--- src/rtl/tt_um_seg7_counter.sv ---
// ---------------------------------------------------------------------------
// tt_um_seg7_counter
//   Two-digit BCD counter (00-99) shown on a time-multiplexed pair of
//   7-segment digits. The counter advances on a prescaled tick while running,
//   or once per rising edge of the step input. It can be cleared at any time.
//   Segment and digit-common polarity are chosen at run time.
//
// Parameters
//   TICK_DIV  clk cycles per automatic count while running (>= 2)
//   MUX_DIV   clk cycles each digit is shown before switching (>= 1)
//
// Ports
//   clk      in   clock, all state on rising edge
//   rst_n    in   asynchronous reset, ACTIVE-HIGH (harness name kept)
//   ena      in   tile select, ignored
//   ui_in    in   [0] run, [1] down, [2] clear, [3] step, [7:4] unused
//   uio_in   in   [7] common active level, [6] segment active level
//   uo_out   out  [6:0] segments a..g (bit0 = a), [7] decimal point
//   uio_out  out  [0] units common, [1] tens common, [7:2] = 0
//   uio_oe   out  constant 8'b0000_0011
// ---------------------------------------------------------------------------
module tt_um_seg7_counter #(
    parameter int TICK_DIV = 1000000,
    parameter int MUX_DIV  = 1024
) (
    input  logic       clk,
    input  logic       rst_n,
    input  logic       ena,
    input  logic [7:0] ui_in,
    input  logic [7:0] uio_in,
    output logic [7:0] uo_out,
    output logic [7:0] uio_out,
    output logic [7:0] uio_oe
);

    localparam int TW = $clog2(TICK_DIV);
    // A one-cycle mux period still needs a 1-bit counter to keep widths legal.
    localparam int MW = (MUX_DIV > 1) ? $clog2(MUX_DIV) : 1;
    localparam logic [TW-1:0] TICK_LAST = TW'(TICK_DIV - 1);
    localparam logic [MW-1:0] MUX_LAST  = MW'(MUX_DIV - 1);

    // Segment pattern for one BCD digit, bit0 = segment a, 1 = lit.
    function automatic logic [6:0] seg7(input logic [3:0] d);
        logic [6:0] s;
        case (d)
            4'd0:    s = 7'h3F;
            4'd1:    s = 7'h06;
            4'd2:    s = 7'h5B;
            4'd3:    s = 7'h4F;
            4'd4:    s = 7'h66;
            4'd5:    s = 7'h6D;
            4'd6:    s = 7'h7D;
            4'd7:    s = 7'h07;
            4'd8:    s = 7'h7F;
            4'd9:    s = 7'h6F;
            default: s = 7'h00;
        endcase
        return s;
    endfunction

    logic [3:0]    r_sync1;
    logic [3:0]    r_sync2;
    logic          r_step_d;
    logic [TW-1:0] r_presc;
    logic [3:0]    r_units;
    logic [3:0]    r_tens;
    logic [MW-1:0] r_mux;
    logic          r_sel;      // 0 = units digit shown, 1 = tens digit shown

    logic       w_run;
    logic       w_down;
    logic       w_clear;
    logic       w_step;
    logic       w_step_rise;
    logic       w_tick;
    logic       w_event;
    logic [3:0] w_digit;
    logic [7:0] w_code;
    logic       w_unused;

    assign w_run   = r_sync2[0];
    assign w_down  = r_sync2[1];
    assign w_clear = r_sync2[2];
    assign w_step  = r_sync2[3];

    // Edge detect on the synchronized step, so a held step counts once. The
    // rise is used combinationally, so the count moves on the third clock
    // edge after the pin is first sampled high.
    assign w_step_rise = w_step & ~r_step_d;
    assign w_tick      = w_run & (r_presc == TICK_LAST);
    // Tick and step together still make only one count event.
    assign w_event     = (w_tick | w_step_rise) & ~w_clear;

    // Input synchronizer and step edge flop
    always_ff @(posedge clk or posedge rst_n) begin
        if (rst_n) begin
            r_sync1  <= 4'd0;
            r_sync2  <= 4'd0;
            r_step_d <= 1'b0;
        end else begin
            r_sync1  <= ui_in[3:0];
            r_sync2  <= r_sync1;
            r_step_d <= r_sync2[3];
        end
    end

    // Prescaler: only advances while running, cleared by stop or clear
    always_ff @(posedge clk or posedge rst_n) begin
        if (rst_n) begin
            r_presc <= '0;
        end else if (w_clear || !w_run || (r_presc == TICK_LAST)) begin
            r_presc <= '0;
        end else begin
            r_presc <= r_presc + 1'b1;
        end
    end

    // BCD up/down counter with wrap at 99 <-> 00
    always_ff @(posedge clk or posedge rst_n) begin
        if (rst_n) begin
            r_units <= 4'd0;
            r_tens  <= 4'd0;
        end else if (w_clear) begin
            r_units <= 4'd0;
            r_tens  <= 4'd0;
        end else if (w_event) begin
            if (w_down) begin
                if (r_units == 4'd0) begin
                    r_units <= 4'd9;
                    r_tens  <= (r_tens == 4'd0) ? 4'd9 : r_tens - 4'd1;
                end else begin
                    r_units <= r_units - 4'd1;
                end
            end else begin
                if (r_units == 4'd9) begin
                    r_units <= 4'd0;
                    r_tens  <= (r_tens == 4'd9) ? 4'd0 : r_tens + 4'd1;
                end else begin
                    r_units <= r_units + 4'd1;
                end
            end
        end
    end

    // Digit multiplexer: free-running, unaffected by run or clear
    always_ff @(posedge clk or posedge rst_n) begin
        if (rst_n) begin
            r_mux <= '0;
            r_sel <= 1'b0;
        end else if (r_mux == MUX_LAST) begin
            r_mux <= '0;
            r_sel <= ~r_sel;
        end else begin
            r_mux <= r_mux + 1'b1;
        end
    end

    // Output polarity is applied combinationally so a strap change takes
    // effect immediately. The dp is logically off, so it follows polarity too.
    assign w_digit = r_sel ? r_tens : r_units;
    assign w_code  = {1'b0, seg7(w_digit)};
    assign uo_out  = uio_in[6] ? w_code : ~w_code;

    assign uio_out = {6'b0,
                      r_sel ? uio_in[7] : ~uio_in[7],
                      r_sel ? ~uio_in[7] : uio_in[7]};
    assign uio_oe  = 8'b0000_0011;

    assign w_unused = &{1'b0, ena, ui_in[7:4], uio_in[5:0]};

endmodule

--- config.mk ---
export PLATFORM = sky130hd
export DESIGN_NAME = tt_um_seg7_counter
export DESIGN_NICKNAME = d
export VERILOG_FILES = /design/src/rtl/tt_um_seg7_counter.sv
export SDC_FILE = /design/constraint.sdc
export NUM_CORES = 1
export LEC_CHECK = 0
export CORE_MARGIN = 2
export CORE_UTILIZATION = 55
export CTS_CLUSTER_DIAMETER = 200
export DETAILED_ROUTE_END_ITERATION = 7
export PLACE_DENSITY = 0.81
export SLEW_MARGIN = 0
export SYNTH_ARGS = -nofsm -noshare
export SYNTH_HDL_FRONTEND = slang
export SYNTH_SLANG_ARGS = --single-unit
--- constraint.sdc ---
create_clock -name clk -period 3.95 [get_ports clk]
set_input_delay 0.5925 -clock clk [delete_from_list [all_inputs] [get_ports clk]]
set_output_delay 0.5925 -clock clk [all_outputs]
set_load 0.03 [all_outputs]
# Yosys cells after proc, flatten, opt, wreduce, memory -nomap -nowiden

Memories as Yosys holds them, arrays and structs flattened.
Cells that the tools add are included.

Multiplexer cells: 18
Multiply operators: 0
Shift-type cells: 0
Divide/modulo/power cells: 0
Bitwise operators: 9
Reduce and logical (&&, ||, !) cells: 8
Eq/ne operators: 5
$lt $le $gt $ge: 0
Add/subtract/negate cells: 6

Operators by type and width:

| kind                                                                | number |
|---|---|
| 4-bit two-way mux                                                   | 13 |
| 20-bit by 1-bit adder with 20-bit output (second input constant)    | 1 |
| 20-bit equality test (second input constant)                        | 1 |
| 20-bit two-way mux                                                  | 1 |
| 10-bit by 1-bit adder with 10-bit output (second input constant)    | 1 |
| 10-bit equality test (second input constant)                        | 1 |
| 10-bit two-way mux                                                  | 1 |
| 4-bit by 1-bit adder with 4-bit output (second input constant)      | 2 |
| 4-bit equality test (second input constant)                         | 2 |
| 4-bit logical NOT                                                   | 2 |
| 8-bit two-way mux                                                   | 1 |
| 7-bit inverter with 8-bit output                                    | 1 |
| 4-bit by 1-bit subtractor with 4-bit output (second input constant) | 2 |
| 1-bit inverter                                                      | 4 |
| 1-bit AND                                                           | 3 |
| 3-bit by 1-bit != test with 1-bit output (second input constant)    | 1 |
| 3-bit AND reduction                                                 | 1 |
| 3-bit nonzero test                                                  | 1 |
| 1-bit logical OR                                                    | 2 |
| 1-bit two-way mux                                                   | 2 |
| 2-bit nonzero test                                                  | 1 |
| 1-bit logical NOT                                                   | 1 |
| 1-bit OR                                                            | 1 |

Output and inout bits: 24
Memory bits (writable): 0
ROM bits: 112
Word-level logic and storage cells: 55
Memories kept: 1
Register bits: 48
Latch bits: 0
Bits of input ports: 19

Memories:

| memory          | words | width | rd ports | clocked after memory_dff | write ports | RTL line | text |
|---|---|---|---|---|---|---|---|
| (no name shown) | 16    | 7     | 1        | 0                        | 0           | 45       | `case (d)` |

# Longest topological paths before layout

Gate-level depths: netlist of the first run.

Word-level depth: 6
Mapped depth: 7

# Worst setup path before layout of the first run

Ideal clock, no wire load.

Path type: flip-flop to output port
From: register r_sel
To: output uo_out[5]
Slack: 1.181 ns
Path buffers: 1
Stages on the path, launching flop included: 8
Arrival time: 2.177 ns
Cell sequence: dfrtp_1 -> clkbuf_1 -> mux2i_1 -> inv_1 -> ha_1 -> o21ai_0 -> a21oi_1 -> xnor2_1

Word-level cells in the longest chain between the ends: 4

Ends and longest elaborated chain:

| element                          | RTL line | text |
|---|---|---|
| from (decl)                      | 68       | `logic r_sel;` |
| from (signal assigned)           | 152      | `r_sel <= ~r_sel;` |
| 4-bit two-way mux *              | 160      | `assign w_digit = r_sel ? r_tens : r_units;` |
| memory read 16 x 7 bit *         | n/a      |  |
| 7-bit inverter with 8-bit output | 162      | `assign uo_out = uio_in[6] ? w_code : ~w_code;` |
| 8-bit two-way mux *              | 162      |  |
| to (decl)                        | 31       | `output logic [7:0] uo_out,` |

Every way passes the cells marked *; elsewhere a longest branch is shown, timed or not.

# Worst setup path in the final report of the first run

From: register r_sel
To: output uo_out[6]

The elaborated chain is that of the path after synthesis.

==> impl_metrics.tcl, run 1 <==
set metrics [dict create \
    synth-edff-count 0 \
    timing.critical_path.cells "mux2i_1 -> inv_1 -> ha_1 -> o21ai_0 -> a21oi_1 -> xnor2_1 -> clkdlybuf4s50_1" \
    die-height_um 75.3 \
    grt_start_max_net_pins 49 \
    place.port_buffers 17 \
    synthesis.area_mm2 0.00279 \
    grt_setup_unrepaired "no" \
    cellLeakagePower_nw 1.28 \
    drt-total-wl_mm 4.42 \
    post-route-drc-count 0 \
    detailroute.via_count 1952 \
    synth_area_leaders "sky130_fd_sc_hd__dfrtp_1 (43%), sky130_fd_sc_hd__xnor2_1 (7.2%), sky130_fd_sc_hd__nor2_1 (5.0%)" \
    htreeDepth 2 \
    power-per-cell-area_mw_per_mm2 334 \
    worst_hold_slack_ns 0.355 \
    ys_types 52 \
    worstMarginPinSlew_ns 0.933 \
    cts_resized 0 \
    dieArea_mm2 0.00567 \
    drt-wirelength-per-cell_um 12.0 \
    worst-endpoint-arrival_ns 2.89 \
    finalCoreUtilization 0.625 \
    antenna_left 0 \
    finalHoldViolations 0 \
    ios 43 \
    first_iter_violations 109 \
    cts_setup_buffers 0 \
    grt_pass1_wl_mm 7.76 \
    synth-async-reset-ratio 1.00 \
    timing.final.setup_violations 0 \
    critPathTopFamily "buffers and inverters" \
    syn_area_per_cell_um2 9.47 \
    timing.critical_path.from_type "register" \
    final.setup.tns_ns 0 \
    finalMaxSlewViolations 0 \
    antenna_found_initial 0 \
    clock_latency_ns 0.29 \
    die-width_um 75.3 \
    irDropWorstVdd_v 0.000312 \
    cts-hold-fix-buffers 0 \
    worstSetupPathType "register to output pin" \
    critPathSlowestCell "sky130_fd_sc_hd__clkdlybuf4s50_1" \
    clock_tree_from_tritoncts "yes" \
    slew-limit-headroom 0.377 \
    ctsRootBufferMaster "sky130_fd_sc_hd__clkbuf_8" \
    timing.critical_path.slowest_cell_delay_ns 0.68 \
    post-synth-top-area-cell "sky130_fd_sc_hd__dfrtp_1" \
    n_antenna_cell 0 \
    critPathCaptureType "output pin" \
    grt_overflow 0 \
    start_util 0.580 \
    worstPathRequired_ns 3.36 \
    yosys.area.top_type_share 0.430 \
    path_buf_inv 2 \
    dr.pass1.iters 5 \
    gp_congestion 0.839 \
    max-clock-path-buffers 2 \
    first_global_vias 1780 \
    fin_nets 328 \
    maximum_clock_rate_mhz 288 \
    layout_stage_area_growth_over_the_synthesis_result_pct 7.84 \
    run_status "completed" \
    yosys_warnings 0 \
    rows 25 \
    vias_per_cell 5.28 \
    cts_inserted_buffers 5 \
    worstHoldPathType "register to register" \
    global_route.usage.total 0.174 \
    core-area_mm2 0.00482 \
    layout-drive-gt1-share 0.0660 \
    timing.critical_path.fanout_max 7 \
    timing.clock.skew_ns 0.00605 \
    period_needed_ns 3.48 \
    clk_transition_reported_paths_ns 0.09 \
    syn-instance-count 295 \
    synth_top_flop_cell "sky130_fd_sc_hd__dfrtp_1" \
    detailed_placer_s_ending_hpwl_mm 3.19 \
    seq_area_frac_synth 0.430 \
    clkSinkCount 48 \
    synth_seq_cells 48 \
    maxCapViolCount 0 \
    final.period_utilization 0.880 \
]
[state kept, by name, indices dropped and copies added, names as in the netlist]
name / cells
r_units: 4
r_mux: 10
r_sel: 1
r_tens: 4
r_sync2: 4
r_sync1: 4
r_presc: 20
r_step_d: 1
[logic make-up after synthesis]
group           Yosys count  synth area share
xor+xnor                 37             0.116
other cells               2           0.00269
compound gates           48             0.129
buf+inv                  41            0.0797
fa+ha+maj                 7            0.0313
flops                    48             0.430
simple gates            106             0.189
mux                       6            0.0219
[Yosys cell counts (6+ instances only)]
cell type and instances:
sky130_fd_sc_hd__dfrtp_1 48, sky130_fd_sc_hd__nor2_1 37, sky130_fd_sc_hd__xnor2_1 23, sky130_fd_sc_hd__nand2_1 19, sky130_fd_sc_hd__a21oi_1 15, sky130_fd_sc_hd__buf_4 14, sky130_fd_sc_hd__xor2_1 14, sky130_fd_sc_hd__o21ai_0 12
sky130_fd_sc_hd__inv_1 11, sky130_fd_sc_hd__nand3_1 11, sky130_fd_sc_hd__clkbuf_1 10, sky130_fd_sc_hd__nor3_1 9, sky130_fd_sc_hd__ha_1 7, sky130_fd_sc_hd__nand4_1 6
[stage by stage]
step / area (µm²) / power [mW] / cells / worst slack [ns]
after detailed placement: 2920 / 0.718 / 362 / 0.804
final: 3010 / 1.01 / 370 / 0.472
after global placement: 2920 / 0.715 / 362 / 0.860
after floorplan: 2840 / 0.679 / 307 / 1.18
after global routing: 3010 / 1.06 / 370 / 0.279
after CTS: 3010 / 1.02 / 370 / 0.477
[area by class of cell]
class / count / area, µm²
well taps: 67 / 83.8
clock buffers: 6 / 82.6
clock inverters: 2 / 15.0
fillers: 400 / 1800
repair buffers: 17 / 170
inverters: 12 / 45.0
flip-flops and latches: 48 / 1200
multi-input cells: 218 / 1420
[cells in the final DEF, fill, tap and decap left out, types with 9 or more instances in the layout]
cell and instances:
sky130_fd_sc_hd__dfrtp_1 48, sky130_fd_sc_hd__nor2_1 37, sky130_fd_sc_hd__xnor2_1 23, sky130_fd_sc_hd__nand2_1 19, sky130_fd_sc_hd__clkdlybuf4s50_1 17, sky130_fd_sc_hd__a21oi_1 15, sky130_fd_sc_hd__xor2_1 14, sky130_fd_sc_hd__conb_1 14
sky130_fd_sc_hd__o21ai_0 12, sky130_fd_sc_hd__nand3_1 11, sky130_fd_sc_hd__inv_1 10, sky130_fd_sc_hd__nor3_1 9
[where the power goes]
part	total, mW	internal [mW]	switching, mW
Clock	0.300	0.142	0.158
Sequential	0.522	0.501	0.0204
Combinational	0.186	0.0734	0.113
[final timing paths]
check                           start         end  slack (ns)  cells after the start
setup / recovery                r_sel   uo_out[6]        0.47                      7
hold / removal             r_sync1[3]  r_sync2[3]        0.36                      0
setup reg to reg           r_presc[0]   r_tens[0]        1.23                      6
hold reg to reg            r_sync1[3]  r_sync2[3]        0.36                      0
max in group asynchronous       rst_n  r_presc[7]        2.54                      2
min in group asynchronous       rst_n    r_mux[0]        0.83                      2
[routing by layer]
layer | vias up | track usage | share of wire
met5 | - | 0 | 0
met1 | 925 | 0.229 | 0.48
met3 | 4 | 0.0295 | 0.025
met2 | 27 | 0.296 | 0.49
met4 | 0 | 0.0546 | 0.012
li1 | 996 | - | -
Power figures use the tool's default switching activity.
==> run 2, diff against run 1 <==
- CORE_UTILIZATION: 55 -> 58
- PLACE_DENSITY: 0.81 -> 0.85
==> run 2 against run 1 <==
Sequential cell count unchanged; register-to-register slack worse by 0.06 ns; critical path depth unchanged; non-clock buffer count unchanged; hold slack worse by 0.0019 ns; critical endpoint is now uo_out[5]; clock-buffer cell count up 1; clock skew about the same; setup slack worse by 0.011 ns; utilization up 1.2 points.
==> impl_metrics.tcl, run 2 (synthesized netlist as in run 1, its figures left out) <==
set metrics [dict create \
    dieArea_mm2 0.00539 \
    first_iter_violations 133 \
    timing.critical_path.fanout_max 7 \
    max-clock-path-buffers 2 \
    rows 25 \
    grt_pass1_wl_mm 8.12 \
    htreeDepth 2 \
    cts-hold-fix-buffers 0 \
    maximum_clock_rate_mhz 287 \
    critPathCaptureType "output pin" \
    grt_start_max_net_pins 49 \
    timing.clock.skew_ns 0.00652 \
    maxCapViolCount 0 \
    cts_setup_buffers 0 \
    ctsRootBufferMaster "sky130_fd_sc_hd__clkbuf_8" \
    largest_reg_flops 20 \
    vias_per_cell 5.57 \
    clock_tree_from_tritoncts "yes" \
    layout_stage_area_growth_over_the_synthesis_result_pct 7.12 \
    clk_transition_reported_paths_ns 0.08 \
    mostFrequentLayoutCells "sky130_fd_sc_hd__dfrtp_1 (48), sky130_fd_sc_hd__nor2_1 (37), sky130_fd_sc_hd__xnor2_1 (23), sky130_fd_sc_hd__nand2_1 (19), sky130_fd_sc_hd__clkdlybuf4s50_1 (17)" \
    detailed_placer_s_ending_hpwl_mm 3.27 \
    antenna_found_initial 0 \
    detailroute.via_count 1990 \
    clkSinkCount 48 \
    start_util 0.595 \
    dr.pass1.iters 4 \
    run_status "completed" \
    worst-endpoint-arrival_ns 2.90 \
    cellLeakagePower_nw 1.28 \
    first_global_vias 1850 \
    slew-limit-headroom 0.374 \
    timing.final.setup_violations 0 \
    irDropWorstVdd_v 0.000248 \
    clock_latency_ns 0.30 \
    register_area_mm2 0.00120 \
    drt-wirelength-per-cell_um 12.9 \
    die-width_um 73.4 \
    global_route.usage.total 0.193 \
    cts_resized 0 \
    dpl_worst_slack_ns 0.800 \
    die-height_um 73.4 \
    post-route-drc-count 0 \
    gp_congestion 0.806 \
    antenna_left 0 \
    core-area_mm2 0.00469 \
    timing.critical_path.from_type "register" \
    final.period_utilization 0.883 \
    regMostFlops "r_presc" \
    worstMarginPinSlew_ns 0.938 \
    multi_input_comb_area_mm2 0.00142 \
    n_antenna_cell 0 \
    p_total_mw 1.01 \
    worstPathRequired_ns 3.36 \
    cts_inserted_buffers 5 \
    fin_nets 328 \
    place.port_buffers 17 \
    top_regs "r_presc x20, r_mux x10" \
    worstSetupPathType "register to output pin" \
    grt_overflow 0 \
    min_setup_slack_post_route_ns 0.461 \
    period_needed_ns 3.49 \
    finalHoldViolations 0 \
    fillerInstances 381 \
    worstHoldPathType "register to register" \
    layout_commonest_cell "sky130_fd_sc_hd__dfrtp_1" \
    layout-drive-gt1-share 0.0627 \
    grt_setup_unrepaired "no" \
    power-per-cell-area_mw_per_mm2 337 \
    ios 43 \
    drt-total-wl_mm 4.61 \
    finalMaxSlewViolations 0 \
    final.setup.tns_ns 0 \
]
==> run 2: layout make-up <==
class                           instances  share of cell area
Tap cell                               54              0.0226
Clock buffer                            7              0.0288
Timing Repair Buffer                   17              0.0569
Inverter                               12              0.0151
Clock inverter                          1             0.00251
Sequential cell                        48               0.401
Multi-Input combinational cell        218               0.473
==> run 2: worst paths after layout <==
check	slack [ns]	from	cells past startpoint	end
max in group asynchronous	2.55	rst_n	2	r_presc[9]
min in group asynchronous	0.82	rst_n	2	r_sync1[3]
worst max register to register	1.17	r_presc[0]	6	r_tens[0]
worst max-delay path	0.46	r_sel	7	uo_out[5]
worst min-delay path	0.35	r_sync1[1]	0	r_sync2[1]
worst min register to register	0.35	r_sync1[1]	0	r_sync2[1]
==> run 2: worst max-delay path, stage by stage (launching register included) <==
cell and delay [ns]:
sky130_fd_sc_hd__dfrtp_1 0.56, sky130_fd_sc_hd__mux2i_1 0.55, sky130_fd_sc_hd__inv_1 0.16, sky130_fd_sc_hd__ha_1 0.24
sky130_fd_sc_hd__o21ai_0 0.17, sky130_fd_sc_hd__a21oi_1 0.10, sky130_fd_sc_hd__xnor2_1 0.14, sky130_fd_sc_hd__clkdlybuf4s50_1 0.68
==> run 2: routing by layer <==
layer,GRT usage,share of wire,vias up
met5,0,0,-
met4,0.0566,0.015,0
met3,0.0412,0.032,8
met2,0.330,0.51,34
met1,0.248,0.44,957
li1,-,-,991
==> run 2: power by group <==
part	internal [mW]	total, mW	switching (mW)
Combinational	0.0734	0.188	0.115
Sequential	0.501	0.521	0.0201
Clock	0.142	0.299	0.156
==> run 2: per-stage QoR <==
step	cells	hold slack, ns	instance area (µm²)	util
detailed placement	349	0.336	2900	0.618
CTS	357	0.355	2990	0.638
finish	357	0.353	2990	0.638
floorplan	307	0.331	2840	-
global route	357	0.364	2990	0.638
global placement	349	0.331	2900	0.618
